File: src/rtl/imem_loader.sv
// Instruction-memory loader: LEN, LEN data bytes, CSUM frame streamed into imem, CPU held until a good image lands.
// Latency: one cycle from an accepted data byte to its mem_we pulse; status flags update on the accepting edge.
// Backpressure: s_ready is high only while a frame is open (LEN/DATA/CSUM); idle/done/error states refuse bytes.
module imem_loader #(
   parameter int DEPTH   = 36,
   parameter int TIMEOUT = 1024
) (
   input  logic       clk,
   input  logic       reset,
   input  logic       start,
   input  logic       s_valid,
   input  logic [7:0] s_data,
   output logic       s_ready,
   output logic       mem_we,
   output logic [7:0] mem_addr,
   output logic [7:0] mem_wdata,
   output logic       cpu_hold,
   output logic       busy,
   output logic       load_done,
   output logic       load_err,
   output logic [1:0] err_code,
   output logic [7:0] count
);

   typedef enum logic [2:0] {S_IDLE, S_LEN, S_DATA, S_CSUM, S_DONE, S_ERR} state_t;

   localparam int            TW        = $clog2(TIMEOUT + 1);
   localparam logic [7:0]    DEPTH_B   = 8'(DEPTH);
   localparam logic [TW-1:0] IDLE_LAST = TW'(TIMEOUT - 1);

   state_t        state, state_nxt;
   logic [7:0]    len, idx, sum, sum_nxt;
   logic [TW-1:0] idle_cnt;
   logic          xfer, len_bad, last_byte, timeout_hit;

   assign xfer        = s_valid & s_ready;
   assign sum_nxt     = sum + s_data;
   assign len_bad     = (s_data == 8'd0) || (s_data > DEPTH_B);
   assign last_byte   = (idx == len - 8'd1);
   assign timeout_hit = busy & ~xfer & (idle_cnt == IDLE_LAST);

   always_ff @(posedge clk) begin
      if (!reset) state <= S_IDLE;
      else        state <= state_nxt;
   end

   always_comb begin
      state_nxt = state;
      case (state)
         S_IDLE:  if (start) state_nxt = S_LEN;
         S_LEN: begin
            if (xfer)             state_nxt = len_bad ? S_ERR : S_DATA;
            else if (timeout_hit) state_nxt = S_ERR;
         end
         S_DATA: begin
            if (xfer && last_byte) state_nxt = S_CSUM;
            else if (timeout_hit)  state_nxt = S_ERR;
         end
         S_CSUM: begin
            if (xfer)             state_nxt = (sum_nxt == 8'd0) ? S_DONE : S_ERR;
            else if (timeout_hit) state_nxt = S_ERR;
         end
         S_DONE, S_ERR: if (start) state_nxt = S_LEN;
         default: state_nxt = S_IDLE;
      endcase
   end

   always_comb begin
      busy     = (state == S_LEN) || (state == S_DATA) || (state == S_CSUM);
      s_ready  = busy;
      cpu_hold = (state != S_DONE);
   end

   always_ff @(posedge clk) begin
      if (!reset) begin
         mem_we    <= 1'b0;
         mem_addr  <= 8'd0;
         mem_wdata <= 8'd0;
         load_done <= 1'b0;
         load_err  <= 1'b0;
         err_code  <= 2'b00;
         count     <= 8'd0;
         len       <= 8'd0;
         idx       <= 8'd0;
         sum       <= 8'd0;
         idle_cnt  <= '0;
      end else begin
         mem_we <= 1'b0;

         // idle counter restarts on every accepted byte and whenever a session opens
         if (busy)                idle_cnt <= xfer ? '0 : idle_cnt + TW'(1);
         else if (start)          idle_cnt <= '0;

         case (state)
            S_LEN: if (xfer) begin
               len <= s_data;
               idx <= 8'd0;
               sum <= 8'd0;
               if (len_bad) begin
                  load_err <= 1'b1;
                  err_code <= 2'b01;
               end
            end
            S_DATA: if (xfer) begin
               mem_we    <= 1'b1;
               mem_addr  <= idx;
               mem_wdata <= s_data;
               count     <= count + 8'd1;
               sum       <= sum_nxt;
               if (!last_byte) idx <= idx + 8'd1;
            end
            S_CSUM: if (xfer) begin
               if (sum_nxt == 8'd0) load_done <= 1'b1;
               else begin
                  load_err <= 1'b1;
                  err_code <= 2'b10;
               end
            end
            S_DONE, S_ERR: if (start) begin
               load_done <= 1'b0;
               load_err  <= 1'b0;
               err_code  <= 2'b00;
               count     <= 8'd0;
            end
            default: ;
         endcase

         if (timeout_hit) begin
            load_err <= 1'b1;
            err_code <= 2'b11;
         end
      end
   end

endmodule

File: config.mk
export PLATFORM = sky130hd
export DESIGN_NAME = imem_loader
export DESIGN_NICKNAME = d
export VERILOG_FILES = /design/src/rtl/imem_loader.sv
export SDC_FILE = /design/constraint.sdc
export NUM_CORES = 1
export LEC_CHECK = 0
export ABC_AREA = 1
export ABC_CLOCK_PERIOD_IN_PS = 4200
export CAP_MARGIN = 20
export CORE_UTILIZATION = 65
export DETAILED_ROUTE_END_ITERATION = 10
export DONT_BUFFER_PORTS = 1
export PLACE_DENSITY = 0.81
export SYNTH_ARGS = -nofsm -noshare
export SYNTH_HDL_FRONTEND = slang
export SYNTH_SLANG_ARGS = --single-unit
File: constraint.sdc
create_clock -name clk -period 4.2 [get_ports clk]
set_input_delay 0.63 -clock clk [delete_from_list [all_inputs] [get_ports clk]]
set_output_delay 0.63 -clock clk [all_outputs]
set_load 0.005 [all_outputs]
==> results of run 1 <==
[power breakdown]
part / switching (uW) / internal [uW] / total (uW)
Combinational: 83.9 / 43.5 / 127
Clock: 247 / 287 / 535
Sequential: 10.6 / 646 / 656
Total: 342 / 977 / 1320
[sequential cells by signal (all words and copies together) (netlist names)]
register and flops:
mem_addr 8, sum 8, mem_we 1, idle_cnt 11, load_done 1, state 3
load_err 1, len 8, idx 8, mem_wdata 8, count 8, err_code 2
[synthesized netlist by cell type (2+ instances only)]
cell,number,share of area
nand2_4,2,0.0062
nor2_2,6,0.010
nand3b_1,4,0.0083
inv_1,58,0.060
nand2_2,7,0.012
nor2_1,54,0.056
o21ai_1,2,0.0028
nor3_4,2,0.0090
a31oi_1,3,0.0052
a32o_1,5,0.014
o211ai_1,3,0.0062
dfxtp_1,67,0.37
xor2_1,6,0.015
inv_2,7,0.0073
a211oi_1,2,0.0042
nand3_1,41,0.057
nor3_2,2,0.0056
o21ai_0,35,0.049
nand4_1,2,0.0035
a221oi_1,3,0.0073
ha_1,11,0.038
nor3b_1,3,0.0062
buf_2,4,0.0056
nand2_1,131,0.14
clkbuf_1,6,0.0062
xnor2_1,5,0.012
a21oi_1,44,0.061
[worst max-delay path by stage]
stage | to | from | slack (ns)
finish | state[1] | state[1] | 1.85
CTS | state[1] | state[1] | 1.92
global route | state[1] | state[1] | 1.63
floorplan | load_err | s_data[0] | 1.88
detailed placement | load_err | s_data[0] | 1.64
global placement | load_err | s_data[0] | 1.74
[per-stage QoR]
step           hold slack (ns)  setup slack [ns]
5_1_grt                  0.410              1.63
2_1_floorplan            0.447              1.88
3_3_place_gp             0.465              1.74
6_report                 0.395              1.85
3_5_place_dp             0.470              1.64
4_1_cts                  0.383              1.92
[area by class of cell]
class / count / area [sq um] / share of cell area
Tap cell: 70 / 87.6 / 0.0229
Inverter: 65 / 244 / 0.0637
Sequential cell: 67 / 1340 / 0.350
Clock buffer: 11 / 141 / 0.0369
Multi-Input combinational cell: 380 / 1960 / 0.513
Clock inverter: 5 / 52.6 / 0.0137
[routing by layer]
layer / GRT usage / vias up / routed length (um)
li1: - / 1708 / -
met4: 0.117 / 0 / 147
met3: 0.0491 / 14 / 584
met5: 0 / - / 0
met2: 0.513 / 143 / 3960
met1: 0.382 / 1537 / 3700
[cells by family after synthesis]
logic type | Yosys count | synth area share
AOI/OAI and AO/OA | 100 | 0.159
buffers and inverters | 77 | 0.0830
xor gates and xnor gates | 11 | 0.0267
DFF | 67 | 0.372
and+or+nand+nor | 257 | 0.316
adders and majority gates | 12 | 0.0437
==> flow_summary.yaml, run 1 <==
min_path:
  min_delay_worst_endpoint: "state[1]"
  worstHoldPathType: "in2reg"
  min_from: "reset"
  hold_depth: 2
run:
  drv_cap: 0
drt:
  ant_nets: 0
  dr.pass1.iters: 5
  route.detailed.drc: 0
  avgViaCountPerCell: 5.69
  vias: 3402
  wl_per_cell_um: 14.0
  drt_iter0_markers: 286
  wirelength_mm: 8.39
worst_setup_path:
  cp.depth: 13
  worstPathRequired_ns: 4.45
  crit_top_cell: "nand2_1"
  timing.rr.end: "state[1]"
  r2r_start: "state[1]"
  cp_cell_sequence: "inv_2, nand2_1, nand2_1, nor2_1, inv_2, nor2_1, nand2_1, nand2_1, nand2_1, nand2_1, nand3_1, nand2_1, inv_1"
  r2r_slack_ns: 1.85
  criticalPathCategory: "reg2reg"
  cpLargestDelayFamily: "simple AND/OR/NAND/NOR gates"
  cp_slowest_stage_delay_ns: 0.57
  start_kind: "register"
  cp_num_buf_inv: 3
  crit_slowest_cell: "nor2_1"
  ff2ff_path_depth: 13
  cp_data_arrival_time_ns: 2.60
  end_kind: "register"
  crit_path_max_fanout: 11
sta:
  relSlewSlack: 0.425
  slew_viol_final: 0
  tightest_slew_ns: 0.861
  grt_setup_unrepaired: "no"
  hold_violations: 0
  fin_crit_sh: 0.559
  setup-tns-final_ns: 0
  setup_violations: 0
  max_freq_ghz: 0.426
  fin_crit_ns: 2.35
  fin_skew_ns: 0.00932
finish:
  insertedDiodeCount: 0
  nFillCells: 443
  area_delta_synth_final_pct: 6.28
  finish.instance_area_sq_um: 3830
  final_common_cell: "nand2_1"
  layout-drive-gt1-share: 0.0814
  layout.cells.non_filler: 598
  nets: 547
  fin_util: 0.731
  final_cell_mix: "nand2_1, dfxtp_1, inv_1"
clock_tree:
  postCtsSetupBuffers: 0
  clkSinkCount: 67
  clkTransAtPathRegs_ns: 0.07
  tritoncts: "done"
  numCtsBuffers: 9
  cts_htree_levels: 3
  cts_hold_buffers: 0
  clockRootBuffer: "clkbuf_8"
  cts_resized: 0
  insertion_delay_ns: 0.35
  clockBufferDepth: 2
logic_synthesis:
  synthCells: 524
  synth_seq_cells: 67
  ys_seq_area_frac: 0.372
  ys_async_sr_fraction: 0
  synth_cell_types: 36
  synth_edf_count: 0
  syn_nets: 548
  netlist_area_sq_um: 3600
  synthFlopType: "dfxtp_1"
  avgSynthCellArea_sq_um: 6.88
  yosys_warnings: 0
place:
  placed_cell_area_sq_um: 3640
  portBuffers: 0
  dpl.hpwl_mm: 6.05
  gp_congestion: 0.911
  dp_cells: 582
grt:
  grt_pass1_wl_mm: 14.2
  grtUsageTotal: 0.302
  grt_max_degree: 34
  antenna_found_initial: 0
  grt_pass1_vias: 3177
  grt_overflow_total: 0
run_status:
  status: "complete, no violations"
die:
  core-area_sq_um: 5240
  start_util: 0.688
  ioPinCount: 44
  dieArea_sq_um: 5850
  floorplan.rows: 26
  die_x_um: 76.5
  die_h_um: 76.5
power:
  finalPower_uw: 1320
  power_density_nw_per_um2: 344
  vdd_drop_max_uv: 224
  leakagePower_uw: 0.00162
No activity file was read; power rests on OpenSTA's default activity.
==> run 2, diff against run 1 <==
Settings changed: ABC_CLOCK_PERIOD_IN_PS 4200 to 2420, CORE_UTILIZATION 65 to 63, PLACE_DENSITY 0.81 to 0.79.
Clock period 4.2 ns to 2.42 ns, I/O delays scaled along.
==> run 2 against run 1 <==
  * Count of clock-buffer cells in the layout did not move
  * Hold slack got worse by 0.27 ns
  * Power rose by 74%
  * Via count fell by 1.2%
  * Final area rose by 1.2%
  * Register-to-register slack got worse by 1.6 ns
  * Critical path depth rose by 1
  * Fmax rose by 6.4%
  * Sequential share of layout area fell by 0.43 points
  * Critical endpoint is now load_err
  * Largest power group unchanged
==> flow_summary.yaml, run 2 (same netlist as run 1, synthesis figures left out) <==
clock_tree:
  postCtsSetupBuffers: 0
  insertion_delay_ns: 0.34
  clockBufferDepth: 2
  clkTransAtPathRegs_ns: 0.07
  numCtsBuffers: 9
  clkSinkCount: 67
  tritoncts: "done"
  cts_htree_levels: 3
  clockRootBuffer: "clkbuf_8"
  cts_hold_buffers: 0
  cts_resized: 0
worst_setup_path:
  cp_num_buf_inv: 1
  worstPathRequired_ns: 2.66
  timing.rr.end: "load_err"
  cp_slowest_stage_delay_ns: 0.43
  r2r_start: "sum[0]"
  r2r_slack_ns: 0.21
  cp_data_arrival_time_ns: 2.45
  start_kind: "register"
  crit_path_max_fanout: 4
  criticalPathCategory: "reg2reg"
  crit_top_cell: "nand2_1"
  cp_cell_sequence: "ha_1, fa_1, nand2_1, nand2_1, nand3b_1, nand2_1, nand2_1, nand2_1, nor2_1, nand2_1, o21bai_4, nand2_1, o21ai_0, inv_1"
  ff2ff_path_depth: 14
  cpLargestDelayFamily: "simple AND/OR/NAND/NOR gates"
  end_kind: "register"
  crit_slowest_cell: "fa_1"
sta:
  hold_violations: 0
  max_freq_ghz: 0.453
  fin_crit_sh: 0.912
  slew_viol_final: 0
  fin_skew_ns: 0.00461
  setup-tns-final_ns: 0
  relSlewSlack: 0.742
  tightest_slew_ns: 0.387
  fin_crit_ns: 2.21
  grt_setup_unrepaired: "no"
  setup_violations: 0
power:
  leakagePower_uw: 0.00165
  power_density_nw_per_um2: 590
  vdd_drop_max_uv: 461
drt:
  dr.pass1.iters: 4
  wirelength_mm: 8.30
  drt_iter0_markers: 251
  ant_nets: 0
  vias: 3362
  avgViaCountPerCell: 5.55
  route.detailed.drc: 0
  wl_per_cell_um: 13.7
place:
  dp_cells: 590
  portBuffers: 0
  gp_congestion: 0.880
  dpl.hpwl_mm: 5.96
grt:
  grt_max_degree: 34
  grt_pass1_wl_mm: 14.2
  antenna_found_initial: 0
  grt_overflow_total: 0
  grtUsageTotal: 0.300
  grt_pass1_vias: 3241
run_status:
  status: "complete, no violations"
die:
  dieArea_sq_um: 6030
  core-area_sq_um: 5510
  ioPinCount: 44
  start_util: 0.655
  floorplan.rows: 27
  die_x_um: 77.6
  die_h_um: 77.6
min_path:
  min_delay_worst_endpoint: "state[1]"
  min_from: "reset"
  hold_depth: 2
  worstHoldPathType: "in2reg"
finish:
  final_common_cell: "nand2_1"
  multiInputGateArea_sq_um: 1960
  final_cell_mix: "nand2_1, dfxtp_1, inv_1"
  insertedDiodeCount: 0
  area_delta_synth_final_pct: 7.60
  nets: 553
  layout-drive-gt1-share: 0.0918
  regMostFlops: "idle_cnt"
  largest_register_ffs: 11
  layout.cells.non_filler: 606
  ff_latch_area_sq_um: 1340
  nFillCells: 485
run:
  drv_cap: 0
==> run 2: cell count changes in the layout (fill, tap and decap cells not counted), sizes merged <==
cell,previous run,this run
buf,0,6
==> run 2: report_power, final <==
part	internal, uW	switching, uW
Combinational	77.9	142
Clock	499	432
Sequential	1120	17.0
==> run 2: layout make-up <==
class                      count  area share
clock inverter                 5      0.0135
multi-input combinational    380       0.506
sequential                    67       0.346
tap                           72      0.0232
clock buffer                  11      0.0365
timing repair buffer           6      0.0116
inverter                      65      0.0629
==> run 2: worst max-delay path by stage <==
stage / startpoint / to / slack [ns] / depth (start not counted)
after global placement: s_data[0] / load_err / 0.24 / 14
after global routing: sum[0] / err_code[1] / 0.06 / 15
after floorplan: s_data[0] / load_err / 0.37 / 14
after detailed placement: s_data[0] / load_err / 0.22 / 14
final: sum[0] / load_err / 0.21 / 14
after CTS: sum[0] / load_err / 0.23 / 14
==> run 2: through the flow <==
stage	utilization	setup slack (ns)	area, sq um	power, uW	hold slack (ns)
after floorplan	-	0.366	3600	1350	0.447
after global placement	0.669	0.240	3680	1380	0.462
after detailed placement	0.669	0.216	3680	1380	0.466
after CTS	0.704	0.231	3880	2310	0.104
after global routing	0.704	0.0602	3880	2400	0.110
final	0.704	0.212	3880	2290	0.129
==> run 2: routing by layer <==
metal	wire length, um	track usage	vias to the layer above
li1	-	-	1720
met1	3800	0.364	1518
met2	3840	0.490	100
met3	442	0.0659	24
met4	216	0.164	0
met5	0	0	-
==> run 3, diff against run 2 <==
Settings changed: CAP_MARGIN 20 to not set, CORE_UTILIZATION 63 to 55, PLACE_DENSITY 0.79 to 0.7, REMOVE_ABC_BUFFERS set to 1.
==> run 3 against run 2 <==
  * Hold slack improved by 0.013 ns
  * Clock power up 22%
  * Non-clock buffer count shrank 1
  * Count of clock-buffer cells in the layout is 1 higher
  * Combinational power about the same
  * Clock skew grew 0.0085 ns
  * First-iteration DRC count down 30%
  * Die area is 14% higher
==> flow_summary.yaml, run 3 (same netlist as run 1, synthesis figures left out) <==
drt:
  ant_nets: 0
  drt_iter0_markers: 176
  route.detailed.drc: 0
  vias: 3336
  wirelength_mm: 8.09
  wl_per_cell_um: 13.3
  dr.pass1.iters: 5
  avgViaCountPerCell: 5.47
sta:
  relSlewSlack: 0.742
  grt_setup_unrepaired: "no"
  max_freq_ghz: 0.463
  fin_crit_sh: 0.893
  fin_hold_ws_ns: 0.141
  fin_crit_ns: 2.16
  hold_violations: 0
  slew_viol_final: 0
  tightest_slew_ns: 0.386
  setup-tns-final_ns: 0
  setup_violations: 0
  fin_skew_ns: 0.0131
  layout_setup_ws_ns: 0.260
die:
  ioPinCount: 44
  core-area_sq_um: 6350
  dieArea_sq_um: 6880
  floorplan.rows: 29
  die_x_um: 83.0
  die_h_um: 83.0
  start_util: 0.568
clock_tree:
  cts_hold_buffers: 0
  clockRootBuffer: "clkbuf_8"
  clockBufferDepth: 2
  cts_htree_levels: 3
  tritoncts: "done"
  insertion_delay_ns: 0.34
  numCtsBuffers: 9
  clkTransAtPathRegs_ns: 0.08
  clkSinkCount: 67
grt:
  antenna_found_initial: 0
  grt_pass1_vias: 3206
  grt_max_degree: 34
  grt_pass1_wl_mm: 14.2
  grtUsageTotal: 0.254
  grt_overflow_total: 0
place:
  portBuffers: 0
  place_ws_ns: 0.145
  gp_congestion: 0.894
  dpl.hpwl_mm: 5.79
finish:
  regMostFlops: "idle_cnt"
  largest_register_ffs: 11
  layout-drive-gt1-share: 0.0919
  final_common_cell: "nand2_1"
  area_delta_synth_final_pct: 9.06
  nets: 552
  insertedDiodeCount: 0
  final_cell_mix: "nand2_1, dfxtp_1, inv_1"
worst_setup_path:
  cp_data_arrival_time_ns: 2.40
  worstPathRequired_ns: 2.66
  crit_path_max_fanout: 4
  crit_slowest_cell: "fa_1"
  cp_cell_sequence: "ha_1, fa_1, xor2_1, nor2_1, nand3_1, nor2_2, nand2_2, o21bai_4, nand2_1, o21ai_1, inv_1"
  end_kind: "register"
  r2r_slack_ns: 0.26
  ff2ff_path_depth: 11
  worstSetupEndpoint: "load_err"
  cp.depth: 11
  r2r_start: "sum[0]"
  cpLargestDelayFamily: "adder cells"
  cp_slowest_stage_delay_ns: 0.43
  start_kind: "register"
  startpoint: "sum[0]"
  criticalPathCategory: "reg2reg"
  cp_num_buf_inv: 1
  timing.rr.end: "load_err"
power:
  leakagePower_uw: 0.00167
  vdd_drop_max_uv: 632
  power_density_nw_per_um2: 637
run_status:
  status: "complete, no violations"
min_path:
  worstHoldPathType: "in2reg"
run:
  drv_cap: 0
run 3: worst min path at each step:
stage / from / end / slack (ns) / cells after the start
after global routing: reset / err_code[0] / 0.13 / 2
after global placement: idle_cnt[7] / idle_cnt[7] / 0.46 / 2
final: reset / state[1] / 0.14 / 2
after floorplan: load_done / load_done / 0.45 / 2
after CTS: reset / state[1] / 0.12 / 2
after detailed placement: load_done / load_done / 0.47 / 2
run 3: report_power, final:
group / switching [uW] / internal, uW
Combinational: 143 / 79.1
Clock: 428 / 714
Sequential: 17.9 / 1120
run 3: worst reg2reg max path, delay by kind of cell (launching register included):
family / cells / cell delay, ns
AO/OA/AOI/OAI: 2 / 0.29
XOR/XNOR: 1 / 0.20
adder cells (fa/ha/maj): 2 / 0.63
buffers and inverters: 1 / 0.05
flip-flops: 1 / 0.32
AND/OR/NAND/NOR: 5 / 0.56
run 3: metal layers:
metal	part of all wire	vias to the layer above	GRT usage
met4	0.020	0	0.114
met5	0	-	0
met2	0.46	86	0.409
met1	0.46	1518	0.324
li1	-	1718	-
met3	0.056	14	0.0577
run 3: cell type report:
class	instances	area (sq um)
tap	77	96.3
inverter	65	244
clock buffer	12	145
multi-input combinational	380	1970
clock inverter	4	97.6
fill	584	2420
timing repair buffer	5	37.5
sequential	67	1340
run 3: what timing repair did:
item,4_1_cts,5_1_grt
gates resized for setup,0,3
setup endpoints to repair,0,1
buffers inserted,0,0
run 3: stage by stage:
stage	utilization	total power, uW	instances	area, sq um
2_1_floorplan	-	1340	512	3550
3_3_place_gp	0.580	1380	594	3680
3_5_place_dp	0.580	1380	594	3680
4_1_cts	0.618	2510	610	3930
5_1_grt	0.619	2610	610	3930
6_report	0.619	2500	610	3930
